**src/rtl/multi_clock_divider.sv**
```systemverilog
// NUM_CH independent runtime-programmable clock dividers sharing one system clock.
// Each channel emits a 50%-duty divided clock plus a one-cycle tick on every toggle.
module multi_clock_divider #(
  parameter  int NUM_CH      = 2,
  parameter  int CNT_W       = 32,
  parameter  int DEFAULT_DIV = 25000000,
  localparam int CH_W        = (NUM_CH > 1) ? $clog2(NUM_CH) : 1
) (
  input  logic              in_clk,
  input  logic              rst,
  input  logic [NUM_CH-1:0] en,
  input  logic              div_wr_en,
  input  logic [CH_W-1:0]   div_wr_ch,
  input  logic [CNT_W-1:0]  div_wr_data,
  output logic [NUM_CH-1:0] out_clk,
  output logic [NUM_CH-1:0] tick,
  output logic              div_err
);

  logic [CNT_W-1:0]  r_div [NUM_CH];
  logic [CNT_W-1:0]  r_cnt [NUM_CH];
  logic [NUM_CH-1:0] r_out_clk;
  logic [NUM_CH-1:0] r_tick;
  logic              r_div_err;

  logic              w_wr_valid;
  logic              w_wr_accept;
  logic              w_wr_reject;
  logic [NUM_CH-1:0] w_wr_hit;
  logic [NUM_CH-1:0] w_term;

  // NOTE: every signal gets a default at the top of always_comb so no path leaves it unassigned (no latch).
  always_comb begin
    w_wr_hit    = '0;
    w_term      = '0;
    w_wr_valid  = (div_wr_data != '0) && (int'(div_wr_ch) < NUM_CH);
    w_wr_accept = div_wr_en && w_wr_valid;
    w_wr_reject = div_wr_en && !w_wr_valid;
    for (int i = 0; i < NUM_CH; i++) begin
      w_wr_hit[i] = w_wr_accept && (int'(div_wr_ch) == i);
      w_term[i]   = (r_cnt[i] == (r_div[i] - CNT_W'(1)));
    end
  end

  // NOTE: sequential state uses non-blocking assignments only, so every register samples pre-edge values.
  always_ff @(posedge in_clk) begin
    if (!rst) begin
      r_out_clk <= '0;
      r_tick    <= '0;
      r_div_err <= 1'b0;
      // NOTE: the divisor array is reset on purpose: each channel must restart from DEFAULT_DIV.
      for (int i = 0; i < NUM_CH; i++) begin
        r_div[i] <= CNT_W'(DEFAULT_DIV);
        r_cnt[i] <= '0;
      end
    end else begin
      r_div_err <= w_wr_reject;
      for (int i = 0; i < NUM_CH; i++) begin
        if (w_wr_hit[i]) begin
          // A write restarts the phase; a coincident terminal count is dropped.
          r_div[i]  <= div_wr_data;
          r_cnt[i]  <= '0;
          r_tick[i] <= 1'b0;
        end else if (!en[i]) begin
          r_tick[i] <= 1'b0;
        end else if (w_term[i]) begin
          r_cnt[i]     <= '0;
          r_out_clk[i] <= ~r_out_clk[i];
          r_tick[i]    <= 1'b1;
        end else begin
          r_cnt[i]  <= r_cnt[i] + CNT_W'(1);
          r_tick[i] <= 1'b0;
        end
      end
    end
  end

  assign out_clk = r_out_clk;
  assign tick    = r_tick;
  assign div_err = r_div_err;

endmodule

```
**config.mk**
```make
export PLATFORM = sky130hd
export DESIGN_NAME = multi_clock_divider
export DESIGN_NICKNAME = d
export VERILOG_FILES = /design/src/rtl/multi_clock_divider.sv
export SDC_FILE = /design/constraint.sdc
export NUM_CORES = 1
export LEC_CHECK = 0
export CORE_MARGIN = 4
export CORE_UTILIZATION = 60
export DETAILED_ROUTE_END_ITERATION = 7
export PLACE_DENSITY = 0.8
export SLEW_MARGIN = 20
export SYNTH_ARGS = -nofsm -noshare
export SYNTH_HDL_FRONTEND = slang
export SYNTH_SLANG_ARGS = --single-unit
```
**constraint.sdc**
```tcl
create_clock -name in_clk -period 9.73 [get_ports in_clk]
set_input_delay 0.973 -clock in_clk [delete_from_list [all_inputs] [get_ports in_clk]]
set_output_delay 0.973 -clock in_clk [all_outputs]
set_load 0.01 [all_outputs]
```
# --- Word level (Yosys, flattened, before mapping) ---
# Memories as Yosys holds them, arrays and structs flattened.
# Cells that the tools add are included.
classes:
  addsub: 4
  mul: 0
  div_mod_pow: 0
  order_cmp: 0
  n_eq_ne: 2
  n_shift: 0
  muxes: 35
  bitwise_logic: 13
  n_reduce_logical: 8
ops:
  columns: ["op", "n"]
  rows:
  - ["$mux 32", 8]
  - ["$add 32x1->32 const B", 2]
  - ["$eq 32x32->1", 2]
  - ["$sub 32x1->32 const B", 2]
  - ["$reduce_bool 32->1", 1]
  - ["$mux 1", 27]
  - ["$or 1x1->1", 8]
  - ["$reduce_and 3->1", 2]
  - ["$not 1->1", 5]
  - ["$logic_and 1x1->1", 4]
  - ["$logic_not 1->1", 1]
totals:
  register_bits: 5
  latch_bits: 0
  mem_bits_rw: 128
  romBits: 0
  input_bits: 38
  output_inout_bits: 5
  elab_cells: 68
  memories: 2
mem_list:
  columns: ["name", "words", "width", "read_ports", "rd_ports_with_merged_regs", "write_ports", "line_no", "rtl"]
  rows:
  - ["r_cnt", 2, 32, 2, 0, 2, "21", "logic [CNT_W-1:0] r_cnt [NUM_CH];"]
  - ["r_div", 2, 32, 2, 0, 2, "20", "logic [CNT_W-1:0] r_div [NUM_CH];"]

# --- Depth between registers and ports, before layout ---
# Gate-level depths: netlist of run 1.
depth:
  ltp_word: 9
  depth_mapped: 12
  ltp_nobuf: 10

# --- Worst setup path after synthesis of run 1 ---
# OpenSTA, ideal clock, no wires.
synth_path:
  kind: "input to register"
  startpoint: "in div_wr_data[16]"
  endpoint: "mem r_cnt[1][0] (enable)"
  setup_ps: 394
  t_arrival_ps: 4779
  required_time_ps: 9336
  path_slack_ps: 4557
  path_stages: 5
  n_path_buf: 0
  cell_sequence: "nor4_1 -> nand4_1 -> o21ai_0 -> o21ai_0 -> nand2b_1"
synth_lines:
  columns: ["item", "line_no", "rtl"]
  rows:
  - ["start, declared", "14", "input logic [CNT_W-1:0] div_wr_data,"]
  - ["end, declared", "21", null]

==> results of run 1 <==
-- registers in the layout (all words and copies together), names as in the netlist --
| register | count |
|---|---|
| r_cnt | 64 |
| r_div | 64 |
| out_clk | 2 |
| tick | 2 |
| div_err | 1 |
-- power by group --
| part | internal, W | total, W | switching (W) |
|---|---|---|---|
| Combinational | 0.0000875 | 0.000191 | 0.000103 |
| Sequential | 0.000675 | 0.000737 | 0.0000620 |
| Clock | 0.000384 | 0.000645 | 0.000261 |
| Total | 0.00115 | 0.00157 | 0.000426 |
-- worst max path at each step --
stage | end | slack [ns] | start
4_1_cts | r_cnt[1][31] | 5.79 | r_div[0][32]
6_report | r_cnt[0][12] | 5.76 | r_div[0][11]
3_5_place_dp | r_cnt[0][21] | 5.78 | r_div[0][11]
3_3_place_gp | r_cnt[0][2] | 5.72 | r_div[0][11]
2_1_floorplan | r_cnt[1][0] | 4.56 | div_wr_data[16]
5_1_grt | r_cnt[0][26] | 5.38 | r_div[0][11]
-- routing by layer --
| layer | GRT usage (%) | vias up | wire [µm] |
|---|---|---|---|
| met2 | 42.3 | 245 | 9440 |
| met1 | 31.0 | 3012 | 8120 |
| li1 | - | 3033 | - |
| met5 | 0 | - | 0 |
| met3 | 4.09 | 56 | 951 |
| met4 | 11.7 | 0 | 711 |
-- critical path, stage by stage, from the launching register on --
cell and delay, ns:
edfxtp_1 0.49, nor4_1 0.61, and4_1 0.49, nor4b_1 0.56
mux2_2 0.40, a31oi_1 0.19, o22ai_1 0.17, o21ai_4 0.65
nor2_1 0.12
-- cells in the mapped netlist, types with 5 or more instances --
| library cell | number | area (µm²) |
|---|---|---|
| edfxtp_1 | 128 | 3840 |
| nor2_1 | 79 | 297 |
| xor2_1 | 73 | 639 |
| xnor2_1 | 64 | 561 |
| nand2_1 | 44 | 165 |
| nand3_1 | 30 | 150 |
| nor2_2 | 30 | 188 |
| nor3_1 | 30 | 150 |
| nand4_1 | 29 | 181 |
| nor4_1 | 28 | 175 |
| and2_1 | 22 | 138 |
| or3_1 | 22 | 138 |
| and3_1 | 17 | 106 |
| clkbuf_1 | 16 | 60.1 |
| inv_1 | 15 | 56.3 |
| o21ai_0 | 15 | 75.1 |
| a21oi_1 | 10 | 50.1 |
| nand2b_1 | 8 | 50.1 |
| nor2b_1 | 8 | 50.1 |
| or4_1 | 8 | 60.1 |
| a31oi_1 | 7 | 43.8 |
| and4_1 | 7 | 61.3 |
| buf_6 | 6 | 67.6 |
| nor3b_1 | 6 | 45.0 |
| a211oi_1 | 5 | 37.5 |
| dfxtp_1 | 5 | 100 |
| mux2i_1 | 5 | 50.1 |
| o22ai_1 | 5 | 31.3 |
-- cell families (layout without fill, tap and decap cells) --
| family | Yosys count | count (layout) | synth area share, % |
|---|---|---|---|
| AO/OA/AOI/OAI | 78 | 78 | 6.65 |
| XOR/XNOR | 137 | 137 | 14.5 |
| adder cells (fa/ha/maj) | 4 | 4 | 0.605 |
| buffers and inverters | 41 | 95 | 2.47 |
| flip-flops | 133 | 133 | 47.7 |
| multiplexers | 6 | 6 | 0.741 |
| AND/OR/NAND/NOR | 399 | 399 | 27.4 |
-- per-stage QoR --
stage	setup WS, ns	instance area [µm²]	hold slack [ns]	util (%)
after floorplan	4.56	8270	0.486	-
after global routing	5.38	9420	0.484	70.6
final	5.76	9420	0.473	70.6
after detailed placement	5.78	8830	0.456	66.1
after CTS	5.79	9420	0.476	70.6
after global placement	5.72	8820	0.458	66.1
-- final cells by class --
type	count	area, µm²	area share [%]
Multi-Input combinational cell	624	4140	44.0
Sequential cell	133	3940	41.9
Timing Repair Buffer	48	465	4.94
Clock buffer	17	425	4.52
Tap cell	176	220	2.34
Clock inverter	15	168	1.78
Inverter	15	56.3	0.598
==> impl_metrics.csv, run 1 <==
group,metric,value,unit
outcome,status,"complete, no violations",
routing,vias,6346,
die,start_util,62.0,%
grt,grt_max_degree,36,
grt,grt_pass1_vias,6284,
routing,dr.first_iter.drc_count,431,
routing,wirelength,19200,µm
die,die_area,15700,µm²
placement,dp_hpwl,14200,µm
die,ios,43,
routing,route.detailed.drc,0,
grt,grt_pass1_wl,31300,µm
timing,max_freq,0.252,GHz
critical_path,ff2ff_path_depth,8,
synthesis,synthArstFlopShare,0,%
min_path,hold_depth,2,
routing,post_drt_wl_per_cell,18.7,µm
timing,setup_violations,0,
critical_path,critPathCaptureType,"flop",
critical_path,cp.required,9.86,ns
synthesis,ys_seq_area_share,47.7,%
routing,antenna_left,0,
synthesis,netlist_instances,798,
clock_network,cts.repair.resized,0,
synthesis,yosys_warnings,0,
placement,io_buffers,42,
cells_and_area,layout_common_cells,"edfxtp_1 (128), nor2_1 (79), xor2_1 (73)",
synthesis,synth_flop_cell,"edfxtp_1",
critical_path,rrSetupSlack,5.76,ns
timing,worst_slew_pin_slew,1.00,ns
clock_network,cts_buffer_depth,2,
cells_and_area,drive_gt1_share,10.2,%
die,fp.dieW,125,µm
min_path,min_to,"out_clk[0]",
critical_path,crit_type,"reg -> reg",
cells_and_area,nets,881,
die,coreArea,13300,µm²
critical_path,start_kind,"flop",
timing,setup_tns,0,ns
routing,viasPerCell,6.17,
clock_network,clock-sinks,133,
clock_network,clk_pin_slew,0.06,ns
clock_network,cts_buffers,17,
min_path,min_from,"out_clk[0]",
timing,fin_crit,3.97,ns
grt,gr-total-overflow,0,
synthesis,syn_area,8270,µm²
clock_network,cts_setup_buffers,0,
clock_network,cts_tree,"done",
cells_and_area,syn_to_final_growth,13.9,%
power_and_ir_drop,leakage,3.10,nW
timing,period_share,40.8,%
die,die_h,125,µm
synthesis,avgSynthCellArea,10.4,µm²
cells_and_area,final-instance-count-excl-fill,1028,
timing,grt_setup_unrepaired,"false",
power_and_ir_drop,finalPower,0.00157,W
synthesis,yosysUniqueCellTypes,69,
power_and_ir_drop,ir_drop,0.130,mV
clock_network,cts_hold_buf,0,
clock_network,clk-insertion-delay-late,0.42,ns
critical_path,critPathMaxFanout,31,
placement,gp_congestion,0.913,
critical_path,rr_startpoint,"r_div[0][11]",
cells_and_area,insertedDiodeCount,0,
timing,fin_worst_skew,0.00884,ns
power_and_ir_drop,cellPowerDensity,167,nW/µm²
critical_path,timing.critical_path.arrival,4.10,ns
die,rows,42,
timing,report.final.hold_viol_count,0,
grt,antenna_found_initial,0,
cells_and_area,nFillCells,990,
grt,groute.usage.overall,24.9,%
placement,dp_cells,996,
cells_and_area,final_common_cell,"edfxtp_1",
critical_path,reg2reg_to,"r_cnt[0][12]",
clock_network,htreeDepth,4,
synthesis,ys_ff_latch,133,
timing,slew_headroom,32.8,%
min_path,holdCritPathClass,"reg -> reg",
job,drv_cap,0,
synthesis,synth_edf_count,128,
synthesis,syn_nets,840,
routing,dr.pass1.iters,5,
clock_network,cts-root-buf,"clkbuf_16",
timing,slew_viol_final,0,
No activity file was read; power rests on OpenSTA's default activity.
==> run 2, diff against run 1 <==
clock period = 4 ns   (was 9.73 ns; I/O delays follow)
==> impl_metrics.csv, run 2 (synthesis results as in run 1) <==
group,metric,value,unit
timing,worst_slew_pin_slew,1.03,ns
clock_network,cts_tree,"done",
placement,gp_congestion,0.881,
routing,wirelength,19100,µm
power_and_ir_drop,ir_drop,0.364,mV
outcome,status,"complete, no violations",
critical_path,cp.required,4.16,ns
die,start_util,62.0,%
clock_network,cts_setup_buffers,0,
die,ios,43,
power_and_ir_drop,cellPowerDensity,399,nW/µm²
clock_network,clk-insertion-delay-late,0.42,ns
timing,fin_worst_skew,0.00775,ns
routing,viasPerCell,6.12,
power_and_ir_drop,leakage,3.12,nW
routing,route.detailed.drc,0,
clock_network,cts-root-buf,"clkbuf_16",
placement,dp_hpwl,14000,µm
critical_path,critPathMaxFanout,31,
die,rows,42,
critical_path,crit_type,"reg -> reg",
critical_path,path_buf_inv,2,
routing,dr.first_iter.drc_count,421,
placement,dpl-instance-area,8880,µm²
grt,grt_pass1_vias,6297,
critical_path,timing.critical_path.arrival,3.91,ns
die,fp.dieW,125,µm
power_and_ir_drop,finalPower,0.00378,W
cells_and_area,insertedDiodeCount,0,
die,die_area,15700,µm²
placement,io_buffers,42,
routing,dr.pass1.iters,5,
critical_path,critPathTopFamily,"simple AND/OR/NAND/NOR gates",
cells_and_area,utilization,71.0,%
timing,report.final.hold_viol_count,0,
die,coreArea,13300,µm²
clock_network,htreeDepth,4,
grt,grt_pass1_wl,31100,µm
timing,period_share,93.7,%
grt,antenna_found_initial,0,
cells_and_area,syn_to_final_growth,14.5,%
cells_and_area,regArea,3940,µm²
critical_path,critPathMaxStageDelay,0.55,ns
cells_and_area,final_common_cell,"edfxtp_1",
critical_path,start_kind,"flop",
clock_network,cts_buffer_depth,2,
timing,slew_viol_final,0,
timing,grt_setup_unrepaired,"false",
grt,grt_max_degree,35,
min_path,holdCritPathClass,"reg -> reg",
critical_path,cp_cell_sequence,"inv_1 > ha_1 > or3b_2 > nor2_2 > and2_1 > a41oi_1 > nor2b_1 > nand4_2 > o41ai_4 > buf_12 > nor2_1",
cells_and_area,drive_gt1_share,11.2,%
die,die_h,125,µm
grt,groute.usage.overall,24.6,%
timing,max_freq,0.267,GHz
critical_path,cpMaxStageDelayCell,"or3b_2",
clock_network,clock-sinks,133,
clock_network,clk_pin_slew,0.06,ns
timing,fin_crit,3.75,ns
cells_and_area,nFillCells,972,
cells_and_area,reg.largest.list,"r_cnt x64, r_div x64",
timing,slew_headroom,31.2,%
cells_and_area,nets,888,
critical_path,critPathCaptureType,"flop",
clock_network,cts_buffers,17,
job,drv_cap,0,
cells_and_area,final_area,9470,µm²
timing,setup_violations,0,
cells_and_area,multi_input_area,4140,µm²
cells_and_area,layout_common_cells,"edfxtp_1 (128), nor2_1 (78), xor2_1 (73)",
grt,gr-total-overflow,0,
timing,setup_tns,0,ns
routing,vias,6329,
routing,post_drt_wl_per_cell,18.5,µm
routing,antenna_left,0,
run 2: worst paths after layout:
path,cells past startpoint,slack [ns],from,endpoint
worst min-delay path,2,0.48,out_clk[0],out_clk[0]
worst max-delay path,11,0.25,r_div[0][32],r_cnt[1][31]
worst min register to register,2,0.48,out_clk[0],out_clk[0]
worst max register to register,11,0.25,r_div[0][32],r_cnt[1][31]
run 2: what timing repair did:
item | 4_1_cts | 5_1_grt
setup endpoints to repair | 0 | 63
resized for setup | 0 | 2
hold buffers | 0 | 0
run 2: final cells by class:
class	count	area share [%]
Tap cell	176	2.32
Multi-Input combinational cell	624	43.7
Clock buffer	17	4.49
Clock inverter	14	1.62
Timing Repair Buffer	55	5.60
Sequential cell	133	41.6
Inverter	15	0.594
run 2: through the flow:
step | setup slack [ns] | hold slack (ns) | std cells
after CTS | 0.0772 | 0.490 | 1034
final | 0.254 | 0.482 | 1034
after detailed placement | 0.105 | 0.475 | 1003
after global routing | 0.0875 | 0.528 | 1034
after global placement | 0.216 | 0.455 | 1003
after floorplan | 0.314 | 0.486 | 798
run 2: worst reg2reg max path, cell delays in order (launching register included):
cell and delay, ns:
edfxtp_1 0.46, inv_1 0.13, ha_1 0.36, or3b_2 0.55, nor2_2 0.34, and2_1 0.27
a41oi_1 0.20, nor2b_1 0.20, nand4_2 0.15, o41ai_4 0.44, buf_12 0.28, nor2_1 0.10
run 2: report_power, final:
group	leakage, nW	internal [W]	switching, W	total, W
clock network	0.272	0.000920	0.000609	0.00153
logic	1.44	0.000216	0.000246	0.000462
registers	1.41	0.00164	0.000149	0.00179
total	3.12	0.00278	0.00100	0.00378
run 2: per-layer routing:
layer / vias to the layer above / GRT usage (%) / share of wire [%]
li1: 3058 / - / -
met1: 3056 / 30.7 / 43
met2: 179 / 42.6 / 51
met3: 36 / 5.37 / 4.0
met4: 0 / 7.84 / 1.9
met5: - / 0 / 0
